## src/rtl/rand_pkg.sv

```systemverilog
// Shared types and helpers for the range-limited random draw block.
package rand_pkg;

  localparam int LFSR_W = 64;

  typedef enum logic [1:0] {
    IDLE = 2'd0,
    DRAW = 2'd1,
    HOLD = 2'd2
  } rrg_state_t;

  // Smear the MSB of (limit-1) downwards; limit 0 wraps to all ones (full range).
  function automatic logic [31:0] mask_for(input logic [31:0] limit);
    logic [31:0] m;
    m = limit - 32'd1;
    m = m | (m >> 1);
    m = m | (m >> 2);
    m = m | (m >> 4);
    m = m | (m >> 8);
    m = m | (m >> 16);
    return m;
  endfunction

endpackage

```

## src/rtl/rand_range_gen_range_check.sv

```systemverilog
// Combinational compare/fold datapath: masks a raw draw, flags it in range,
// and provides the folded value (cand - limit). No state, no backpressure.
module range_check #(
  parameter int W = 16
) (
  input  logic [W-1:0] raw,
  input  logic [W-1:0] mask,
  input  logic [W-1:0] limit,
  output logic [W-1:0] cand,
  output logic         hit,
  output logic [W-1:0] folded
);

  assign cand   = raw & mask;
  assign hit    = (limit == '0) || (cand < limit);
  assign folded = cand - limit;

endmodule

```

## src/rtl/rand_range_gen.sv

```systemverilog
// Uniform draw in [0, limit) by mask-and-reject on the LFSR low bits.
// Latency 1 + tries (max 1 + MAX_TRIES); result held until rsp_ready, one request at a time.
module rand_range_gen
  import rand_pkg::*;
#(
  parameter int W         = 16,
  parameter int MAX_TRIES = 8
) (
  input  logic              clk,
  input  logic              reset,
  input  logic [LFSR_W-1:0] lfsr_state,
  input  logic              req_valid,
  output logic              req_ready,
  input  logic [W-1:0]      req_limit,
  output logic              rsp_valid,
  input  logic              rsp_ready,
  output logic [W-1:0]      rsp_value,
  output logic [3:0]        rsp_tries,
  output logic              rsp_fallback
);

  rrg_state_t state_q, state_d;
  logic [W-1:0] limit_q, limit_d;
  logic [W-1:0] mask_q, mask_d;
  logic [3:0]   tries_q, tries_d;
  logic [W-1:0] rsp_value_q, rsp_value_d;
  logic [3:0]   rsp_tries_q, rsp_tries_d;
  logic         rsp_fallback_q, rsp_fallback_d;

  logic [W-1:0] cand;
  logic [W-1:0] folded;
  logic         hit;
  logic [3:0]   tries_inc;
  logic         unused_lfsr_hi;

  assign unused_lfsr_hi = ^lfsr_state[LFSR_W-1:W];

  range_check #(.W(W)) u_range_check (
    .raw    (lfsr_state[W-1:0]),
    .mask   (mask_q),
    .limit  (limit_q),
    .cand   (cand),
    .hit    (hit),
    .folded (folded)
  );

  assign tries_inc = tries_q + 4'd1;

  always_comb begin
    state_d        = state_q;
    limit_d        = limit_q;
    mask_d         = mask_q;
    tries_d        = tries_q;
    rsp_value_d    = rsp_value_q;
    rsp_tries_d    = rsp_tries_q;
    rsp_fallback_d = rsp_fallback_q;
    case (state_q)
      IDLE: begin
        if (req_valid) begin
          limit_d = req_limit;
          mask_d  = W'(mask_for(32'(req_limit)));
          tries_d = 4'd0;
          state_d = DRAW;
        end
      end
      DRAW: begin
        tries_d = tries_inc;
        if (hit) begin
          rsp_value_d    = cand;
          rsp_tries_d    = tries_inc;
          rsp_fallback_d = 1'b0;
          state_d        = HOLD;
        end else if (tries_inc == 4'(MAX_TRIES)) begin
          // Masked draw is below 2*limit, so one subtraction lands in range.
          rsp_value_d    = folded;
          rsp_tries_d    = tries_inc;
          rsp_fallback_d = 1'b1;
          state_d        = HOLD;
        end
      end
      HOLD: begin
        if (rsp_ready) state_d = IDLE;
      end
      default: state_d = IDLE;
    endcase
  end

  always_ff @(posedge clk) begin
    if (reset) begin
      state_q        <= IDLE;
      limit_q        <= '0;
      mask_q         <= '0;
      tries_q        <= '0;
      rsp_value_q    <= '0;
      rsp_tries_q    <= '0;
      rsp_fallback_q <= 1'b0;
    end else begin
      state_q        <= state_d;
      limit_q        <= limit_d;
      mask_q         <= mask_d;
      tries_q        <= tries_d;
      rsp_value_q    <= rsp_value_d;
      rsp_tries_q    <= rsp_tries_d;
      rsp_fallback_q <= rsp_fallback_d;
    end
  end

  assign req_ready    = (state_q == IDLE);
  assign rsp_valid    = (state_q == HOLD);
  assign rsp_value    = rsp_value_q;
  assign rsp_tries    = rsp_tries_q;
  assign rsp_fallback = rsp_fallback_q;

endmodule

```

## config.mk

```make
export PLATFORM = sky130hd
export DESIGN_NAME = rand_range_gen
export DESIGN_NICKNAME = d
export VERILOG_FILES = /design/src/rtl/rand_pkg.sv /design/src/rtl/rand_range_gen_range_check.sv /design/src/rtl/rand_range_gen.sv
export SDC_FILE = /design/constraint.sdc
export NUM_CORES = 1
export LEC_CHECK = 0
export BUFFER_PORTS_ARGS = -buffer_cell sky130_fd_sc_hd__buf_2
export CAP_MARGIN = 20
export CORE_UTILIZATION = 57
export CTS_CLUSTER_DIAMETER = 100
export DETAILED_ROUTE_END_ITERATION = 10
export HOLD_SLACK_MARGIN = 0.15
export PLACE_DENSITY = 0.86
export SLEW_MARGIN = 20
export SYNTH_ARGS = -nofsm -noshare
export SYNTH_HDL_FRONTEND = slang
export SYNTH_SLANG_ARGS = --single-unit
```

## constraint.sdc

```tcl
create_clock -name clk -period 7.6 [get_ports clk]
set_input_delay 0.76 -clock clk [delete_from_list [all_inputs] [get_ports clk]]
set_output_delay 0.76 -clock clk [all_outputs]
set_load 0.1 [all_outputs]
```

==> flow_summary.json <==
{
  "slew_violations": 0,
  "numCtsBuffers": 9,
  "setup_tns_ns": 0,
  "ff2ff_setup_slack_ns": 4.30,
  "dp.cells": 608,
  "ys_seq_elements": 59,
  "met2_length_um": 4393,
  "synth_largest_area_cell": "dfxtp_1",
  "power.leakage_uw": 0.001880,
  "fin_skew_ns": 0.007735,
  "synth-seq-area-share_pct": 30.79,
  "grt_pass1_vias": 3432,
  "grt_first_pass_wirelength_um": 15790,
  "insertion_delay_ns": 0.34,
  "cts_setup_buffers": 0,
  "grt_max_degree": 60,
  "grt_overflow": 0,
  "drc": 10,
  "wl_met1_um": 4220,
  "wirelength_um": 9389,
  "drive_above_1_share_pct": 16.85,
  "crit_path_top_delay_cell": "nor2_1",
  "p_switching_uw": 446.6,
  "post_drt_wl_per_cell_um": 15.07,
  "synth_cell_type_count": 64,
  "instances_no_fill": 623,
  "critPathBufInv": 1,
  "fp-row-count": 29,
  "port_buffers": 58,
  "multi_input_area_mm2": 0.002442,
  "yosys_warnings": 0,
  "drv_cap": 0,
  "synth_common_cells": "nand2_1, dfxtp_1, nor2_1",
  "period_share_pct": 45.99,
  "core_mm2": 0.006422,
  "ant_nets": 0,
  "path_max_fanout": 14,
  "ys.flop_type": "dfxtp_1",
  "dr_wl_met3_um": 490,
  "syn_area_per_cell_um2": 7.703,
  "p_int_uw": 709.4,
  "ff2ff_path_depth": 9,
  "antenna_found_initial": 0,
  "post_cts_resized": 0,
  "start_util_pct": 59.73,
  "path_cells": "buf_2 -> and2_1 -> ha_1 -> nor2b_1 -> o31a_1 -> o2111ai_1 -> a21boi_1 -> nor2_1 -> mux2_2 -> a211oi_1",
  "drt_iter0_drc": 293,
  "syn_inst": 498,
  "slowest_delay_ns": 0.74,
  "cts_tree": "done",
  "stdcell_area_mm2": 0.004375,
  "clock_tree.root_cell": "clkbuf_8",
  "timing.fmax_mhz": 286.1,
  "synth_edf_count": 0,
  "synth_top_area_share_pct": 30.79,
  "hp-class": "reg2reg",
  "grt_usage_pct": 27.79,
  "synth_area_leaders": "dfxtp_1, nand2_1, ha_1, nor2_1, a21oi_1",
  "cp.arrival_ns": 3.75,
  "finalSetupViolCount": 0,
  "die_area_mm2": 0.007062,
  "cts_hold_buf": 0,
  "clock-sinks": 59,
  "tightest_slew_ns": 1.019,
  "crit_type": "in2reg",
  "register_area_mm2": 0.001181,
  "place_congestion": 0.9458,
  "die_x_um": 84.04,
  "power_frac_clock_pct": 30.6,
  "period_needed_ns": 3.495,
  "synth_nets": 602,
  "vias": 3723,
  "antenna_cells": 0,
  "dp_hpwl_um": 6889,
  "yosysMostFrequentCell": "nand2_1",
  "rsz0062_at_grt": "false",
  "htree_num_levels": 3,
  "status": "complete, but fails checks",
  "power_density_mw_per_mm2": 264.2,
  "io_pins": 107,
  "ctsLongestPathBuffers": 2,
  "endpoint_kind": "flop",
  "die_y_um": 84.04,
  "drt_pass1_iterations": 8,
  "viasPerCell": 5.976,
  "power_frac_seq_pct": 31.4,
  "syn2layout_area_growth_pct": 14.06,
  "pwr-share-comb_pct": 37.9,
  "violations": "DRC",
  "hold_depth": 2,
  "fin_nets": 646,
  "hold_violations": 0,
  "maxUsedRoutingLayer": "met4",
  "worst-path-stages": 10,
  "path_clk_slew_ns": 0.07,
  "slew_headroom_pct": 32.06,
  "syn_area_mm2": 0.003836,
  "peakVddDrop_mv": 0.1218,
  "fin_util_pct": 68.13,
  "fillers": 523,
  "synthArstFlopShare_pct": 0,
  "p_sw_share_pct": 38.63,
  "placed_cell_area_mm2": 0.004126,
  "setup.worst_path.start_class": "primary input",
  "crit_required_ns": 7.85,
  "crit_family": "simple AND/OR/NAND/NOR gates"
}
==> power groups by stage <==
stage	logic, uW	clock network [uW]	registers (uW)
6_report	439	354	363
5_1_grt	472	372	367
4_1_cts	434	359	363
3_5_place_dp	429	0	370
3_3_place_gp	422	0	368
2_1_floorplan	254	0	466
==> kinds of logic after synthesis <==
family / share of synthesized area [%]
xor+xnor: 3.881
compound gates: 23.12
simple gates: 28.25
fa+ha+maj: 6.719
mux: 1.402
buf+inv: 5.838
flops: 30.79
==> metrics by stage <==
step	hold slack (ns)	setup slack (ns)	power (uW)
after floorplan	0.4482	4.590	720.1
after CTS	0.4757	4.176	1156
after detailed placement	0.4650	3.832	798.9
final	0.4719	4.105	1156
after global routing	0.4877	4.014	1212
after global placement	0.4549	3.837	790.1
==> worst min-delay path, cell delays in order (launching register included) <==
cell and delay [ns]:
dfxtp_1 0.32, nand2_1 0.06, a21oi_1 0.05
==> flip-flops by register name, indices dropped and copies added (netlist names) <==
signal	cells
limit_q	16
mask_q	16
rsp_fallback	1
rsp_tries	4
rsp_value	16
state_q	2
tries_q	4
==> placed cells by master (no fill, tap or decap), types with 9 or more instances in the layout <==
cell,Yosys,routed
buf_2,5,58
inv_1,27,27
xnor2_1,11,11
dfxtp_1,59,59
clkbuf_8,0,11
a21oi_1,36,36
nor2_1,56,56
and2_1,18,18
ha_1,19,19
nand2_1,69,69
o21a_1,9,9
a311oi_1,11,11
a211oi_1,12,12
nor3_1,19,19
o21ai_0,11,11
==> final cells by class <==
cell class | count | area share (%)
Tap cell | 77 | 2.202
Inverter | 27 | 2.316
Clock inverter | 4 | 2.230
Timing Repair Buffer | 60 | 6.977
Sequential cell | 59 | 26.99
Multi-Input combinational cell | 385 | 55.82
Clock buffer | 11 | 3.460
==> path summary, 6_finish.rpt <==
path                       startpoint                        end
max reg2reg    mask_q[2]$_SDFFE_PP0P_  rsp_value[0]$_SDFFE_PP0P_
min          limit_q[11]$_SDFFE_PP0P_   limit_q[11]$_SDFFE_PP0P_
max                     lfsr_state[2]  rsp_value[0]$_SDFFE_PP0P_
min reg2reg  limit_q[11]$_SDFFE_PP0P_   limit_q[11]$_SDFFE_PP0P_
==> metal layers <==
layer | GRT usage, % | vias to the layer above
met5 | 0 | -
met1 | 36.13 | 1704
met4 | 14.42 | 0
met3 | 4.154 | 25
met2 | 44.56 | 136
li1 | - | 1858
(Power assumes the default switching activity.)
